==> config.mk <==
export PLATFORM = sky130hd
export DESIGN_NAME = sync_receiver
export DESIGN_NICKNAME = d
export VERILOG_FILES = /design/src/rtl/sync_receiver_pkg.sv /design/src/rtl/sync_fifo.sv /design/src/rtl/sync_receiver.sv
export SDC_FILE = /design/constraint.sdc
export NUM_CORES = 1
export LEC_CHECK = 0
export CAP_MARGIN = 20
export CORE_MARGIN = 4
export CORE_UTILIZATION = 25
export DETAILED_ROUTE_END_ITERATION = 7
export PLACE_DENSITY = 0.44
export SLEW_MARGIN = 20
export SYNTH_ARGS = -nofsm -noshare
export SYNTH_HDL_FRONTEND = slang
export SYNTH_SLANG_ARGS = --single-unit
export TNS_END_PERCENT = 100
==> constraint.sdc <==
create_clock -name clk -period 4.8 [get_ports clk]
set_clock_uncertainty 0.05 [all_clocks]
set_input_delay 0.72 -clock clk [delete_from_list [all_inputs] [get_ports clk]]
set_output_delay 0.72 -clock clk [all_outputs]
set_load 0.03 [all_outputs]
==> src/rtl/sync_receiver_pkg.sv <==
// sync_receiver_pkg: default bus width/depth and the count-width helper
// shared by the receiver and its buffer.
package sync_receiver_pkg;
    localparam int DEF_B = 4;
    localparam int DEF_D = 4;

    function automatic int cnt_w(input int d);
        return $clog2(d) + 1;
    endfunction
endpackage

==> src/rtl/sync_fifo.sv <==
// sync_fifo: first-word-fall-through buffer; storage, pointers and occupancy count.
module sync_fifo
    import sync_receiver_pkg::*;
#(
    parameter int B = DEF_B,
    parameter int D = DEF_D
) (
    input  logic                  clk,
    input  logic                  rst,
    input  logic                  push,
    input  logic                  pop,
    input  logic [B-1:0]          din,
    output logic [B-1:0]          dout,
    output logic [cnt_w(D)-1:0]   count,
    output logic                  full,
    output logic                  empty
);
    localparam int AW = $clog2(D);
    localparam int CW = cnt_w(D);

    logic [B-1:0]  r_mem [D];
    logic [AW-1:0] r_wr_ptr;
    logic [AW-1:0] r_rd_ptr;
    logic [CW-1:0] r_count;

    // D is a power of two, so pointers wrap by natural overflow
    always_ff @(posedge clk) begin
        if (rst) begin
            r_wr_ptr <= '0;
            r_rd_ptr <= '0;
            r_count  <= '0;
        end else begin
            if (push) r_wr_ptr <= r_wr_ptr + AW'(1);
            if (pop) r_rd_ptr <= r_rd_ptr + AW'(1);
            r_count <= r_count + CW'(push) - CW'(pop);
        end
    end

    always_ff @(posedge clk) begin
        if (push) r_mem[r_wr_ptr] <= din;
    end

    assign empty = (r_count == '0);
    assign full  = (r_count == CW'(D));
    assign count = r_count;
    assign dout  = empty ? '0 : r_mem[r_rd_ptr];
endmodule

==> src/rtl/sync_receiver.sv <==
// sync_receiver: rqst/ack word receiver with a registered acknowledge,
// feeding a first-word-fall-through buffer drained by dvalid/dready.
module sync_receiver
    import sync_receiver_pkg::*;
#(
    parameter int B = DEF_B,
    parameter int D = DEF_D
) (
    input  logic                  clk,
    input  logic                  rst,
    input  logic                  rqst,
    input  logic [B-1:0]          BusData,
    output logic                  ack,
    output logic [B-1:0]          dout,
    output logic                  dvalid,
    input  logic                  dready,
    output logic [cnt_w(D)-1:0]   count
);
    localparam int CW = cnt_w(D);

    logic          r_ack;
    logic          w_push;
    logic          w_pop;
    logic          w_full;
    logic          w_empty;
    logic [CW-1:0] w_next;

    // BusData reaches storage only through w_push, so Z/X outside a push is harmless
    assign w_push = rqst & r_ack & ~w_full & ~rst;
    assign w_pop  = ~w_empty & dready;
    assign w_next = count + CW'(w_push) - CW'(w_pop);

    always_ff @(posedge clk) begin
        r_ack <= rst ? 1'b0 : (w_next < CW'(D));
    end

    sync_fifo #(.B(B), .D(D)) u_fifo (
        .clk   (clk),
        .rst   (rst),
        .push  (w_push),
        .pop   (w_pop),
        .din   (BusData),
        .dout  (dout),
        .count (count),
        .full  (w_full),
        .empty (w_empty)
    );

    assign ack    = r_ack;
    assign dvalid = ~w_empty;
endmodule

==> results by group <==
Setup path
  – Crit-path slowest cell: clkdlybuf4s50_1
  – CP bufs+invs: 4
  – CP Cell Sequence: clkdlybuf4s50_1, nor3_1, inv_1, ha_1, inv_1, ha_1, inv_1, fa_1, xnor2_1, xnor2_1, and2_1
  – Worst r2r src: u_fifo.count[1]
  – Reg-to-reg setup timing slack: 2.36 ns
  – Worst Reg-to-Reg Cells: 11
  – Crit. Startpoint: rst
  – Most frequent CP cell: inv_1
  – Crit-path max cell delay: 0.59 ns
  – Crit Path Class: input port to register
  – Crit end category: register
  – WP data arrival: 3.06 ns
  – RR Endpoint: u_fifo.count[2]
  – Crit-path leading delay family: buffers and inverters
  – CP startpoint kind: input port
  – Worst path depth: 11
  – Max Fanout on Critical Path: 10
  – Worst Path Required: 4.92 ns
  – End point of the critical path: u_fifo.count[2]

Clocking
  – Post-CTS sizing: 0
  – Worst-Skew Late Latency: 0.26 ns
  – Clock buffer depth: 2
  – CTS clock-pin slew for the worst setup and hold paths: 0.09 ns
  – Total CTS buffers: 3
  – CTS Hold Bufs: 0
  – H-tree levels: 1
  – CTS tree: built
  – Setup Fix Bufs, Post-CTS: 0
  – CTS sink cnt: 26
  – Root buffer cell: clkbuf_8

Layout
  – Utilization after layout: 33.6%
  – Share of cells above drive strength 1: 8.16%
  – Layout fillers: 428
  – Layout overhead on the synthesized area: 25.8%
  – Register area: 681 sq um
  – Cell area after layout: 0.00139 sq mm
  – Final net count: 114
  – Ant diodes: 0
  – Multi-input logic area: 393 sq um

Pwr
  – Seq pwr share: 39.6%
  – Power Internal: 503 uW
  – Combinational power share: 40.1%
  – LEAKAGE: 0.000517 uW
  – Clock power frac: 20.3%
  – Pwr dens: 556 mW/mm^2
  – Sw Pwr: 271 uW
  – Total power: 774 uW
  – Sw Ratio: 35.0%
  – VDD IR max: 0.224 mV

Logic synthesis
  – Syn Nets: 94
  – Seq cells post-synth: 26
  – Largest area contributor in the netlist: edfxtp_1
  – Number of library cell types mapped by synthesis: 26
  – Post-synthesis async set-or-reset flop share: 0%
  – Post-synth EDFFs: 16
  – Area share of the largest cell type after synthesis: 43.4%
  – Seq/Total Area, Yosys: 61.5%
  – Most frequent cell after synthesis: edfxtp_1
  – Commonest cells post-synth: 16 x edfxtp_1, 10 x dfxtp_1, 8 x inv_1
  – Syn_area_per_cell: 14.0 sq um
  – Yosys warns: 0
  – Mapped Cells: 79
  – Synthesized area: 0.00111 sq mm
  – Area contributors post-synth: edfxtp_1 43%, dfxtp_1 18%, ha_1 6.8%, mux4_2 6.1%, nor2b_1 2.8%
  – Ys flop type: edfxtp_1

Routing
  – Remaining antenna violation count after routing: 0
  – Via-to-Cell Ratio: 4.31
  – DRC violations left: 0
  – Detailed Route WL: 1960 um
  – Routed length per instance: 13.2 um
  – Vias: 638
  – Drt first pass iters: 4
  – Initial DRC count: 40

GRT
  – Vias in the first global route: 673
  – Antenna violations before repair: 0
  – Aggregate global routing overflow: 0
  – First-pass GRT wire length: 3330 um
  – Largest net degree at the start of global routing: 16
  – GRT Total Usage: 8.21%

Placed design
  – Post-placement cell area: 0.00133 sq mm
  – Gpl congestion: 0.747
  – DP Wirelength: 1470 um
  – Port bufs: 16

Run status
  – Status: finished clean

Floorplanning
  – I/O pins: 17
  – Core area: 0.00414 sq mm
  – Num rows: 23
  – Initial Util: 26.7%
  – Die H: 74.6 um
  – Die area: 0.00556 sq mm
  – DIE WIDTH: 74.6 um

STA
  – RSZ-0062 raised after global routing: no
  – Final Hold Violating Endpoints: 0
  – Tmin final: 2.94 ns
  – Pins Over Slew Limit: 0
  – Final Setup Violations: 0
  – Tcrit/Tclk final: 61.3%
  – Setup TNS Final: 0 ns
  – Worst-margin pin slew: 0.488 ns
  – Worst slew margin: 67.3%
  – Hold Slack: 0.466 ns
  – Fmax: 340 MHz

Worst hold path
  – WHS Path Cells: 2
  – Worst min-delay path class: register to register

Job
  – Max_cap viols: 0
[stage by stage]
step / instances / setup slack (ns)
after floorplan: 79 / 2.16
after global placement: 144 / 1.53
after detailed placement: 144 / 1.54
after CTS: 148 / 1.83
after global routing: 148 / 1.62
final: 148 / 1.86
[cells in the final DEF, fill, tap and decap left out]
| cell type | Yosys | layout |
|---|---|---|
| or3_1 | 1 | 1 |
| clkbuf_16 | 0 | 1 |
| o21ai_0 | 1 | 1 |
| nor3_2 | 1 | 1 |
| nand3_1 | 2 | 2 |
| xnor2_1 | 2 | 2 |
| nor2_1 | 4 | 4 |
| fa_1 | 1 | 1 |
| clkbuf_8 | 0 | 3 |
| nor3_1 | 1 | 1 |
| a21oi_1 | 1 | 1 |
| clkdlybuf4s50_1 | 0 | 16 |
| o211ai_1 | 1 | 1 |
| nor3b_1 | 1 | 1 |
| or3b_1 | 1 | 1 |
| and2_1 | 1 | 1 |
| nor2b_1 | 5 | 5 |
| nand2_1 | 3 | 3 |
| ha_1 | 6 | 6 |
| xor2_1 | 1 | 1 |
| and3b_1 | 1 | 1 |
| mux4_1 | 1 | 1 |
| inv_1 | 8 | 8 |
| o31ai_1 | 2 | 2 |
| dfxtp_1 | 10 | 10 |
| and3_1 | 4 | 4 |
| mux4_2 | 3 | 3 |
| edfxtp_1 | 16 | 16 |
[worst min-delay path by stage]
stage                       start                  to  slack [ns]
5_1_grt        u_fifo.r_rd_ptr[1]            register        0.51
3_5_place_dp   u_fifo.r_rd_ptr[1]            register        0.46
4_1_cts        u_fifo.r_rd_ptr[1]            register        0.48
3_3_place_gp   u_fifo.r_rd_ptr[1]  u_fifo.r_rd_ptr[1]        0.42
2_1_floorplan  u_fifo.r_rd_ptr[1]            register        0.41
6_report       u_fifo.r_rd_ptr[1]            register        0.47
[power by group through the flow]
| stage | logic (uW) | clock network [uW] | registers [uW] |
|---|---|---|---|
| 6_report | 311 | 157 | 307 |
| 5_1_grt | 347 | 175 | 315 |
| 4_1_cts | 319 | 165 | 309 |
| 3_5_place_dp | 317 | 0 | 314 |
| 3_3_place_gp | 316 | 0 | 313 |
| 2_1_floorplan | 182 | 0 | 330 |
[kinds of logic after synthesis]
logic type | after synthesis | synth area share (%)
muxes | 4 | 8.47
DFF | 26 | 61.5
adders and majority gates | 7 | 8.59
xor gates and xnor gates | 3 | 2.37
and+or+nand+nor | 25 | 13.1
AOI/OAI and AO/OA | 5 | 2.94
buffers and inverters | 9 | 3.05
[cell type report]
type | instances | area share (%)
inverters | 8 | 2.16
well taps | 50 | 4.49
clock buffers | 4 | 4.76
flip-flops and latches | 26 | 48.9
multi-input cells | 44 | 28.2
repair buffers | 16 | 11.5
[layer usage]
| metal | up-vias | part of all wire [%] | track usage [%] | wire length (um) |
|---|---|---|---|---|
| li1 | 318 | - | - | - |
| met1 | 310 | 44 | 10.4 | 854 |
| met2 | 8 | 51 | 12.8 | 1010 |
| met3 | 2 | 4.0 | 2.30 | 79 |
| met4 | 0 | 0.97 | 4.15 | 19 |
| met5 | - | 0 | 0 | 0 |
[worst reg2reg max path, stage by stage (launching register included)]
cell	delay [ns]
dfxtp_1	0.50
nor3b_1	0.12
nor3_1	0.28
inv_1	0.08
ha_1	0.27
inv_1	0.05
ha_1	0.12
inv_1	0.05
fa_1	0.37
xnor2_1	0.19
xnor2_1	0.10
and2_1	0.16
[flip-flops by register name, indices dropped and copies added, names as in the netlist, named ones only]
| name | flops |
|---|---|
| u_fifo.r_rd_ptr | 2 |
| u_fifo.r_wr_ptr | 2 |
| u_fifo.count | 3 |
| ack | 1 |
| u_fifo.r_mem | 16 |
No activity file was read; power rests on OpenSTA's default activity.
